`config.mk`:
```
export PLATFORM = sky130hd
export DESIGN_NAME = sdram_avs_bridge
export DESIGN_NICKNAME = d
export VERILOG_FILES = /design/src/rtl/sdram_avs_bridge.sv
export VERILOG_INCLUDE_DIRS = /design/src /design/src/rtl
export SDC_FILE = /design/constraint.sdc
export NUM_CORES = 1
export LEC_CHECK = 0
export ABC_AREA = 1
export BUFFER_PORTS_ARGS = -buffer_cell sky130_fd_sc_hd__clkbuf_2
export CORE_UTILIZATION = 55
export CTS_CLUSTER_SIZE = 8
export DETAILED_ROUTE_END_ITERATION = 16
export GPL_TIMING_DRIVEN = 0
export PLACE_DENSITY = 0.78
export RECOVER_POWER = 100
export SLEW_MARGIN = 30
export SYNTH_ARGS = -nofsm -noshare
export SYNTH_HDL_FRONTEND = slang
export SYNTH_SLANG_ARGS = --single-unit
```
`constraint.sdc`:
```
create_clock -name clk -period 4.34 [get_ports clk]
set_input_delay 0.651 -clock clk [delete_from_list [all_inputs] [get_ports clk]]
set_output_delay 0.651 -clock clk [all_outputs]
set_load 0.05 [all_outputs]
```
`src/rtl/sdram_params.svh`:
```
// Avalon-side widths shared by the SDRAM bridge and its neighbours.
`ifndef SDRAM_PARAMS_SVH
`define SDRAM_PARAMS_SVH

`define AVS_AW   24
`define AVS_DW   16
`define AVS_BYTE 2

`endif

```
`src/rtl/sdram_avs_bridge.sv`:
```
// Avalon-MM slave to SDRAM access-controller bridge: request FIFO plus read tracking.
// Optional macro SDRAM_AVS_RDATA_REG_EN registers the read-data return path.
`include "sdram_params.svh"

module sdram_avs_bridge #(
    parameter int FIFO_DEPTH = 4,
    parameter int MAX_RD     = 4
) (
    input  logic                   clk,
    input  logic                   reset_n,
    input  logic                   avs_read,
    input  logic                   avs_write,
    input  logic [`AVS_AW-1:0]     avs_address,
    input  logic [`AVS_DW-1:0]     avs_writedata,
    input  logic [`AVS_BYTE-1:0]   avs_byteenable,
    output logic                   avs_waitrequest,
    output logic [`AVS_DW-1:0]     avs_readdata,
    output logic                   avs_readdatavalid,
    output logic                   bus_req_valid,
    output logic                   bus_req_write,
    output logic [`AVS_AW-1:0]     bus_req_address,
    output logic [`AVS_DW-1:0]     bus_req_writedata,
    output logic [`AVS_BYTE-1:0]   bus_req_byteenable,
    input  logic                   bus_req_ready,
    input  logic                   bus_resp_valid,
    input  logic [`AVS_DW-1:0]     bus_resp_readdata,
    output logic                   bridge_idle,
    output logic                   resp_err
);

    localparam int PW = $clog2(FIFO_DEPTH);
    localparam int EW = 1 + `AVS_AW + `AVS_DW + `AVS_BYTE;
    localparam logic [2:0] MAX_RD_C = 3'(MAX_RD);

    logic [EW-1:0] fifo_mem [FIFO_DEPTH];
    logic [PW:0]   wr_ptr_r;
    logic [PW:0]   rd_ptr_r;
    logic [2:0]    rd_pending_r;
    logic          resp_err_r;

    logic          empty_s;
    logic          full_s;
    logic          accept_s;
    logic          push_s;
    logic          pop_s;
    logic          rd_inc_s;
    logic          rd_dec_s;
    logic          is_write_s;
    logic [EW-1:0] push_entry_s;
    logic [EW-1:0] head_entry_s;

    // Occupancy flags from the extra-MSB pointer scheme.
    always_comb begin
        empty_s = (wr_ptr_r == rd_ptr_r);
        full_s  = (wr_ptr_r[PW] != rd_ptr_r[PW]) &&
                  (wr_ptr_r[PW-1:0] == rd_ptr_r[PW-1:0]);
    end

    // Stall on a full queue, or on a pure read once the read budget is used up.
    always_comb begin
        if (full_s) begin
            avs_waitrequest = 1'b1;
        end else if (avs_read && !avs_write && (rd_pending_r == MAX_RD_C)) begin
            avs_waitrequest = 1'b1;
        end else begin
            avs_waitrequest = 1'b0;
        end
    end

    // Handshake decode; a simultaneous read+write is taken as a write.
    always_comb begin
        accept_s     = (avs_read || avs_write) && !avs_waitrequest;
        is_write_s   = avs_write;
        push_s       = accept_s;
        pop_s        = !empty_s && bus_req_ready;
        rd_inc_s     = accept_s && avs_read && !avs_write;
        rd_dec_s     = bus_resp_valid && (rd_pending_r != 3'd0);
        push_entry_s = {is_write_s, avs_address, avs_writedata, avs_byteenable};
    end

    // Request storage; contents are only meaningful between the pointers.
    always_ff @(posedge clk) begin
        if (push_s) begin
            fifo_mem[wr_ptr_r[PW-1:0]] <= push_entry_s;
        end else begin
            fifo_mem[wr_ptr_r[PW-1:0]] <= fifo_mem[wr_ptr_r[PW-1:0]];
        end
    end

    // FIFO pointers wrap naturally modulo 2*FIFO_DEPTH.
    always_ff @(posedge clk or negedge reset_n) begin
        if (!reset_n) begin
            wr_ptr_r <= '0;
            rd_ptr_r <= '0;
        end else begin
            if (push_s) begin
                wr_ptr_r <= wr_ptr_r + 1'b1;
            end else begin
                wr_ptr_r <= wr_ptr_r;
            end
            if (pop_s) begin
                rd_ptr_r <= rd_ptr_r + 1'b1;
            end else begin
                rd_ptr_r <= rd_ptr_r;
            end
        end
    end

    // Head-of-queue presentation to the access controller.
    always_comb begin
        head_entry_s       = fifo_mem[rd_ptr_r[PW-1:0]];
        bus_req_valid      = !empty_s;
        bus_req_write      = head_entry_s[EW-1];
        bus_req_address    = head_entry_s[EW-2 -: `AVS_AW];
        bus_req_writedata  = head_entry_s[`AVS_DW+`AVS_BYTE-1 -: `AVS_DW];
        bus_req_byteenable = head_entry_s[`AVS_BYTE-1:0];
    end

    // Outstanding-read counter; a stray response never drives it below zero.
    always_ff @(posedge clk or negedge reset_n) begin
        if (!reset_n) begin
            rd_pending_r <= 3'd0;
        end else begin
            case ({rd_inc_s, rd_dec_s})
                2'b10:   rd_pending_r <= rd_pending_r + 3'd1;
                2'b01:   rd_pending_r <= rd_pending_r - 3'd1;
                default: rd_pending_r <= rd_pending_r;
            endcase
        end
    end

    // Sticky error: a response arrived while nothing was outstanding.
    always_ff @(posedge clk or negedge reset_n) begin
        if (!reset_n) begin
            resp_err_r <= 1'b0;
        end else if (bus_resp_valid && (rd_pending_r == 3'd0)) begin
            resp_err_r <= 1'b1;
        end else begin
            resp_err_r <= resp_err_r;
        end
    end

    // Status outputs.
    always_comb begin
        resp_err    = resp_err_r;
        bridge_idle = empty_s && (rd_pending_r == 3'd0);
    end

`ifdef SDRAM_AVS_RDATA_REG_EN
    logic [`AVS_DW-1:0] rdata_r;
    logic               rvalid_r;

    // One-cycle registered return path; data captured only on a valid pulse.
    always_ff @(posedge clk or negedge reset_n) begin
        if (!reset_n) begin
            rdata_r  <= '0;
            rvalid_r <= 1'b0;
        end else begin
            rvalid_r <= bus_resp_valid;
            if (bus_resp_valid) begin
                rdata_r <= bus_resp_readdata;
            end else begin
                rdata_r <= rdata_r;
            end
        end
    end

    // Drive the Avalon return signals from the registers.
    always_comb begin
        avs_readdata      = rdata_r;
        avs_readdatavalid = rvalid_r;
    end
`else
    // Zero-latency pass-through of the controller response.
    always_comb begin
        avs_readdata      = bus_resp_readdata;
        avs_readdatavalid = bus_resp_valid;
    end
`endif

endmodule

```
==> results.py, run 1 <==
metrics = {
    "cells_and_area": {
        "layout_common_cells": "edfxtp_1 (172), clkbuf_1 (115), nor2_1 (88), o21ai_0 (88), o22ai_1 (43)",
        "drive_above_1_share": 0.138,
        "mostFrequentLayoutCell": "edfxtp_1",
        "layout.nets": 727,
        "num_antenna_cells": 0,
        "area_growth_pct": 19.2,
        "nFillCells": 962,
    },
    "job": {
        "max-cap-violations": 0,
    },
    "synthesis": {
        "synth_cells": 518,
        "synth_warnings": 0,
        "synth_area_leaders": "edfxtp_1 (71%), o21ai_0 (6.1%), nor2_1 (4.7%)",
        "ys_seq_elements": 182,
        "avgSynthCellArea_um2": 14.0,
        "yosysTopAreaCell": "edfxtp_1",
        "ys_types": 28,
        "synthesis.area_um2": 7230,
        "synth_seq_area_share": 0.749,
        "synth_top_area_share": 0.714,
        "synthesis.nets": 589,
    },
    "clock_network": {
        "cts_resized": 0,
        "cts_tree": "done",
        "clk_pin_slew_ns": 0.06,
        "root_buffer": "clkbuf_16",
        "cts_sinks": 182,
        "clk_path_buf_depth": 2,
        "post-cts-setup-buffer-count": 0,
        "clk_latency_ns": 0.42,
        "hold_buffers": 0,
        "cts_max_level": 4,
        "cts_buffers": 17,
    },
    "timing": {
        "finalCritPeriodShare": 0.773,
        "slew_headroom": 0.565,
        "timing.fmax_mhz": 298,
        "rsz0062_at_grt": "no",
        "worst_pin_slew_ns": 0.656,
        "slew_violations": 0,
        "hold_viol": 0,
        "setup_slack_ns": 0.987,
        "min_period_ns": 3.35,
        "clock_skew_ns": 0.00676,
        "setup_viol": 0,
        "finalSetupTns_ns": 0,
    },
    "global_route": {
        "grt_pass1_wl_um": 23400,
        "grt_antenna_before_repair": 0,
        "grt_pass1_vias": 4665,
        "grt.overflow.total": 0,
        "grt_max_degree": 21,
        "track_usage": 0.241,
    },
    "place": {
        "io_buffer_count": 111,
        "dp_hpwl_um": 9800,
        "gp_congestion": 0.777,
        "dp_slack_ns": 1.95,
    },
    "critical_path": {
        "crit_family": "buffers and inverters",
        "critPathLaunchType": "flop",
        "crit_top_cell": "clkbuf_1",
        "end_kind": "output port",
        "crit_buf_inv": 3,
        "startpoint": "rd_ptr_r[1]",
        "r2r_cells": 8,
        "path_class": "flop to output port",
        "cp.depth": 6,
        "cp_max_fo": 10,
        "regToRegSetupSlack_ns": 1.08,
        "cp.required_ns": 3.69,
        "r2r-end": "fifo_mem[1][30]",
        "worstPathArrival_ns": 2.70,
        "reg2reg_from": "rd_ptr_r[1]",
        "critPathMaxStageDelay_ns": 0.55,
        "path_cells": "clkbuf_1, clkinvlp_2, nand2_1, nand2_4, nand3_1, clkbuf_1",
        "crit_end": "bus_req_valid",
        "crit_slowest_cell": "clkbuf_1",
    },
    "floorplan": {
        "num_rows": 41,
        "die_h_um": 117,
        "initial_core_util": 0.568,
        "dieArea_um2": 13600,
        "fp.coreArea_um2": 12700,
        "io_pins": 128,
        "chipWidth_um": 117,
    },
    "drt": {
        "drc": 0,
        "wl_um": 15200,
        "wl_per_cell_um": 18.0,
        "vias": 4607,
        "drt_iter0_drc": 274,
        "vias_per_cell": 5.48,
        "first_pass_iters": 5,
        "ant_nets": 0,
    },
    "run_status": {
        "status": "completed",
    },
    "worst_hold_path": {
        "hold_path.class": "input pin to async pin",
    },
}
[cells in the mapped netlist]
cell,count
fa_1,1
nand2_2,4
inv_6,1
clkbuf_2,3
o22ai_1,43
nand2_4,2
xnor2_1,1
o21ai_0,88
dfrtp_1,10
nand4_2,1
buf_2,13
inv_1,15
o21bai_1,1
or2_2,1
nand3_4,3
nor2_1,91
clkbuf_1,4
buf_6,7
a21oi_1,2
inv_4,1
nand2_1,19
edfxtp_1,172
xor2_1,3
ha_1,6
nor2_2,1
buf_4,18
nand3_1,3
nand4_1,4
[kinds of logic after synthesis]
kind of cell | Yosys count | synth area share
XOR/XNOR | 4 | 0.00485
adder cells (fa/ha/maj) | 7 | 0.0132
buffers and inverters | 62 | 0.0526
AND/OR/NAND/NOR | 129 | 0.0799
flip-flops | 182 | 0.749
AO/OA/AOI/OAI | 134 | 0.101
[metal layers]
| metal | wire length, um | global-route usage |
|---|---|---|
| met1 | 6100 | 0.293 |
| met2 | 7900 | 0.419 |
| met3 | 991 | 0.0514 |
| met5 | 0 | 0 |
| met4 | 191 | 0.0979 |
[worst min path at each step]
stage | start | endpoint | slack (ns) | depth (start not counted)
floorplan | reset_n | rd_pending_r[0] | 0.36 | 0
global placement | resp_err | resp_err | 0.46 | 1
detailed placement | resp_err | resp_err | 0.47 | 1
CTS | reset_n | rd_pending_r[1] | 0.08 | 1
global route | reset_n | rd_pending_r[1] | 0.23 | 1
finish | reset_n | rd_pending_r[1] | 0.19 | 1
[area by class of cell]
class | count | area [um^2] | share of cell area
buffer | 45 | 297 | 0.0344
multi-input combinational | 274 | 1420 | 0.165
clock inverter | 13 | 134 | 0.0155
timing repair buffer | 119 | 633 | 0.0735
tap | 172 | 215 | 0.0250
clock buffer | 19 | 433 | 0.0502
inverter | 17 | 70.1 | 0.00813
sequential | 182 | 5420 | 0.628
[sequential cells by signal (all words and copies together) (netlist names)]
| name | count |
|---|---|
| resp_err | 1 |
| fifo_mem | 172 |
| rd_ptr_r | 3 |
| rd_pending_r | 3 |
| wr_ptr_r | 3 |
[stage by stage]
stage / std cells / area, um^2 / util / hold WS (ns)
3_3_place_gp: 801 / 8000 / 0.629 / 0.463
6_report: 841 / 8620 / 0.677 / 0.191
3_5_place_dp: 809 / 8240 / 0.648 / 0.470
5_1_grt: 841 / 8620 / 0.677 / 0.235
4_1_cts: 841 / 8810 / 0.692 / 0.0789
2_1_floorplan: 518 / 7230 / - / 0.355
Power of run 1 is not shown: default switching activity piles up to over one toggle a cycle in this logic, so the estimate is an artifact.
==> inputs of run 2 (changes only) <==
- ABC_AREA: 1 -> 0
- CORE_UTILIZATION: 55 -> 50
- PLACE_DENSITY: 0.78 -> 0.75
- clock period: 4.34 -> 3 ns (I/O delays scaled with it)
==> run 2 against run 1 <==
Effect of this change: cell count shrank 27%; first-iteration DRC count fell by 36%; non-clock buffer count shrank 22.
==> results.py, run 2 <==
metrics = {
    "drt": {
        "first_pass_iters": 4,
        "wl_um": 11600,
        "ant_nets": 0,
        "drt_iter0_drc": 175,
        "vias_per_cell": 5.27,
        "vias": 3254,
        "drc": 0,
        "wl_per_cell_um": 18.8,
    },
    "cells_and_area": {
        "largest_reg_flops": 172,
        "drive_above_1_share": 0.317,
        "mostFrequentLayoutCell": "edfxtp_1",
        "layout_common_cells": "edfxtp_1 (172), clkbuf_1 (82), mux4_2 (43)",
        "num_antenna_cells": 0,
        "area_growth_pct": 19.7,
        "layout.nets": 500,
    },
    "floorplan": {
        "io_pins": 128,
        "dieArea_um2": 14300,
        "die_h_um": 120,
        "fp.coreArea_um2": 13400,
        "initial_core_util": 0.517,
        "chipWidth_um": 120,
        "num_rows": 42,
    },
    "critical_path": {
        "path_class": "flop to output port",
        "cp_max_fo": 10,
        "r2r-end": "fifo_mem[0][20]",
        "reg2reg_from": "rd_ptr_r[0]",
        "end_kind": "output port",
        "crit_family": "buffers and inverters",
        "crit_slowest_cell": "clkbuf_1",
        "r2r_cells": 5,
        "crit_top_cell": "clkbuf_1",
        "critPathMaxStageDelay_ns": 0.51,
        "regToRegSetupSlack_ns": 0.39,
        "critPathLaunchType": "flop",
        "path_cells": "buf_4, clkbuf_1, mux4_2, clkbuf_1",
        "worstPathArrival_ns": 2.28,
        "cp.required_ns": 2.55,
        "crit_buf_inv": 3,
    },
    "synthesis": {
        "synthesis.area_um2": 6930,
        "synth_area_leaders": "edfxtp_1 (74%), mux4_2 (14%), dfrtp_1 (3.6%)",
        "async_reset_ff_frac": 0.0549,
        "synth_top_area_share": 0.745,
        "post-synth-top-count-cell": "edfxtp_1",
        "yosysTopAreaCell": "edfxtp_1",
        "ys_seq_elements": 182,
        "avgSynthCellArea_um2": 23.5,
        "synth_ff_type": "edfxtp_1",
        "synth_edf_count": 172,
        "synth_cells": 295,
        "ys_types": 29,
        "synth_seq_area_share": 0.781,
        "synthTopCellsByCount": "edfxtp_1 (172), mux4_2 (43), buf_4 (18)",
        "synthesis.nets": 366,
        "synth_warnings": 0,
    },
    "worst_hold_path": {
        "hold_depth": 2,
        "hp-start": "bus_resp_valid",
        "hold_path.class": "input pin to flop",
        "min_to": "resp_err",
    },
    "timing": {
        "clock_skew_ns": 0.0132,
        "setup_viol": 0,
        "finalCritPeriodShare": 0.911,
        "worst_pin_slew_ns": 0.727,
        "rsz0062_at_grt": "no",
        "timing.fmax_mhz": 366,
        "slew_violations": 0,
        "setup_slack_ns": 0.266,
        "slew_headroom": 0.515,
        "min_period_ns": 2.73,
        "hold_viol": 0,
    },
    "clock_network": {
        "clk_pin_slew_ns": 0.06,
        "cts_buffers": 17,
        "cts_max_level": 4,
        "post-cts-setup-buffer-count": 0,
        "cts_tree": "done",
        "root_buffer": "clkbuf_16",
        "clk_latency_ns": 0.42,
        "clk_path_buf_depth": 2,
        "cts_sinks": 182,
    },
    "place": {
        "gp_congestion": 0.656,
        "dp_hpwl_um": 7150,
        "io_buffer_count": 111,
        "dp_slack_ns": 0.622,
    },
    "global_route": {
        "grt.overflow.total": 0,
        "grt_max_degree": 45,
        "grt_antenna_before_repair": 0,
        "track_usage": 0.174,
        "grt_pass1_vias": 3400,
        "grt_pass1_wl_um": 17900,
    },
    "run_status": {
        "status": "completed",
    },
    "job": {
        "max-cap-violations": 0,
    },
}
==> run 2: changes by cell type in the layout (fill, tap and decap cells not counted), sizes merged, moves of 3 or more <==
cell,delta
nor2,-91
xnor2,+5
inv,-10
nand3,-5
clkinv,-5
nand4,-5
and3,+4
mux4,+43
o22ai,-43
buf,-18
o21ai,-88
clkinvlp,-3
nand2,-24
==> run 2: final cells by class <==
cell class,count,area (um^2)
Tap cell,176,220
Timing Repair Buffer,115,518
Inverter,6,22.5
Clock inverter,7,118
Sequential cell,182,5420
Buffer,27,181
Clock buffer,25,505
Multi-Input combinational cell,80,1320
Fill cell,974,5100
==> run 2: repair_timing <==
action	in CTS	in global routing
endpoints found under the hold margin	10	0
hold buffers	1	0
resized for setup	0	0
==> run 2: stage by stage <==
step | cell area (um^2) | hold slack [ns] | utilization | std cells | setup TNS [ns]
after floorplan | 6930 | 0.154 | - | 295 | 0
after global placement | 7710 | 0.326 | 0.575 | 582 | -57.81
after detailed placement | 7790 | 0.332 | 0.581 | 585 | 0
after CTS | 8420 | 0.229 | 0.628 | 618 | 0
after global routing | 8300 | 0.270 | 0.619 | 618 | 0
final | 8300 | 0.256 | 0.619 | 618 | 0
==> run 2: worst max-delay path by stage <==
| stage | cells after the start | end | startpoint |
|---|---|---|---|
| detailed placement | 10 | rd_pending_r[2] | avs_write |
| floorplan | 4 | bridge_idle | rd_ptr_r[1] |
| global route | 4 | bus_req_writedata[2] | rd_ptr_r[1] |
| CTS | 4 | bus_req_writedata[12] | rd_ptr_r[1] |
| global placement | 4 | fifo_mem[2][20] | rd_ptr_r[1] |
| finish | 4 | bus_req_writedata[8] | rd_ptr_r[1] |
==> run 2: cell families (layout without fill, tap and decap cells) <==
logic type,count (synthesis),count (layout),synth area share
adder cells (fa/ha/maj),7,7,0.0137
buffers and inverters,33,180,0.0294
AND/OR/NAND/NOR,15,15,0.0137
AO/OA/AOI/OAI,2,2,0.00343
XOR/XNOR,10,10,0.0137
multiplexers,46,46,0.145
flip-flops,182,182,0.781
==> run 2: layer usage <==
layer  track usage  vias up  share of wire
met4        0.0664        0          0.013
met2         0.299      100           0.53
met1         0.208     1679           0.41
li1              -     1466              -
met3        0.0504        9          0.052
met5             0        -              0
Power of run 2 is left out for the same reason.
==> inputs of run 3 (changes only) <==
- ABC_AREA: 0 -> 1
- GPL_TIMING_DRIVEN: 0 -> 1
- PLACE_DENSITY: 0.75 -> 0.74
==> run 3 against run 2 <==
Effect of this change: worst setup slack worse by 0.023 ns; cell count grew 28%; final area is 0.38% lower; maximum frequency down 0.84%; first-iteration DRC count is 30% higher; non-clock buffer count fell by 35; count of clock-buffer cells in the layout is 6 lower; register-to-register slack better by 0.13 ns; critical endpoint is now bus_req_writedata[6].
==> results.py, run 3 (synthesis gave the netlist of run 1 again) <==
metrics = {
    "run_status": {
        "status": "completed",
    },
    "drt": {
        "drc": 0,
        "vias": 4408,
        "first_pass_iters": 5,
        "ant_nets": 0,
        "wl_per_cell_um": 18.6,
        "wl_um": 14700,
        "vias_per_cell": 5.57,
        "drt_iter0_drc": 228,
    },
    "clock_network": {
        "cts_sinks": 182,
        "cts_buffers": 17,
        "clk_path_buf_depth": 2,
        "cts_tree": "done",
        "clk_pin_slew_ns": 0.06,
        "cts_max_level": 4,
        "root_buffer": "clkbuf_16",
        "clk_latency_ns": 0.43,
    },
    "timing": {
        "slew_violations": 0,
        "hold_viol": 0,
        "slew_headroom": 0.575,
        "min_period_ns": 2.76,
        "worst_pin_slew_ns": 0.640,
        "timing.fmax_mhz": 363,
        "rsz0062_at_grt": "no",
        "finalSetupTns_ns": 0,
        "clock_skew_ns": 0.00683,
        "setup_viol": 0,
        "finalCritPeriodShare": 0.919,
    },
    "critical_path": {
        "cp.required_ns": 2.55,
        "end_kind": "output port",
        "worstPathArrival_ns": 2.31,
        "critPathLaunchType": "flop",
        "cp_max_fo": 52,
        "path_class": "flop to output port",
    },
    "floorplan": {
        "fp.coreArea_um2": 14000,
        "io_pins": 128,
        "initial_core_util": 0.517,
        "die_h_um": 122,
        "num_rows": 43,
        "chipWidth_um": 122,
        "dieArea_um2": 14900,
    },
    "cells_and_area": {
        "drive_above_1_share": 0.103,
        "mostFrequentLayoutCell": "edfxtp_1",
        "nFillCells": 1144,
        "layout.nets": 670,
        "layout_common_cells": "edfxtp_1 (172), nor2_1 (92), o21ai_0 (88)",
        "register_area_um2": 5420,
        "multi_input_area_um2": 1400,
        "largest_reg_flops": 172,
        "num_antenna_cells": 0,
        "area_growth_pct": 14.3,
    },
    "global_route": {
        "grt.overflow.total": 0,
        "grt_max_degree": 57,
        "grt_antenna_before_repair": 0,
        "track_usage": 0.203,
        "grt_pass1_wl_um": 22000,
        "grt_pass1_vias": 4374,
    },
    "job": {
        "max-cap-violations": 0,
    },
    "place": {
        "gp_congestion": 0.862,
        "io_buffer_count": 95,
        "dp_hpwl_um": 8430,
    },
    "worst_hold_path": {
        "hold_path.class": "input pin to flop",
    },
}
-- run 3: cell types whose count changed in the layout (fill, tap and decap cells not counted), sizes merged, moves of 11 or more --
cell | previous run | this run
nor2 | 1 | 92
o21ai | 0 | 88
mux4 | 43 | 0
o22ai | 0 | 43
clkbuf | 143 | 114
nand2 | 1 | 25
buf | 23 | 11
inv | 6 | 17
-- run 3: critical path: stages (launching register included) --
cell	delay, ns
dfrtp_1	0.45
buf_4	0.50
o21ai_0	0.20
o22ai_1	0.22
clkbuf_1	0.50
-- run 3: final timing paths --
path / startpoint / end / slack, ns / depth (start not counted)
worst max-delay path: rd_ptr_r[0] / bus_req_writedata[6] / 0.24 / 4
worst min-delay path: avs_writedata[15] / fifo_mem[0][17] / 0.27 / 1
worst max register to register: rd_ptr_r[0] / fifo_mem[2][29] / 0.52 / 7
worst min register to register: resp_err / resp_err / 0.49 / 1
max in group asynchronous: reset_n / rd_ptr_r[1] / 2.06 / 2
min in group asynchronous: reset_n / wr_ptr_r[0] / 0.53 / 2
-- run 3: stage by stage --
step	instance area, um^2	util	cells	hold slack, ns	setup slack (ns)
global route	8260	0.591	792	0.278	0.147
finish	8260	0.591	792	0.273	0.243
CTS	8440	0.603	792	0.222	0.372
detailed placement	7790	0.557	759	0.339	0.701
global placement	7790	0.557	759	0.330	0.733
floorplan	7230	-	518	0.154	-0.143
-- run 3: repair_timing --
action,4_1_cts,5_1_grt
hold buffers,1,0
setup buffers,0,0
setup endpoints to repair,0,0
endpoints found under the hold margin,10,0
resized for setup,0,0
-- run 3: cell type report --
| type | instances | area share |
|---|---|---|
| repair buffers | 107 | 0.0624 |
| flip-flops and latches | 182 | 0.655 |
| multi-input cells | 274 | 0.169 |
| well taps | 180 | 0.0273 |
| clock inverters | 13 | 0.0248 |
| clock buffers | 19 | 0.0524 |
| inverters | 17 | 0.00863 |
-- run 3: per-layer routing --
| metal | global-route usage | share of wire | up-vias | wire (um) |
|---|---|---|---|---|
| met5 | 0 | 0 | - | 0 |
| met4 | 0.105 | 0.021 | 0 | 309 |
| met3 | 0.0511 | 0.056 | 28 | 823 |
| met2 | 0.335 | 0.51 | 140 | 7490 |
| met1 | 0.247 | 0.41 | 2194 | 6100 |
| li1 | - | - | 2046 | - |
Power of run 3 is left out for the same reason.
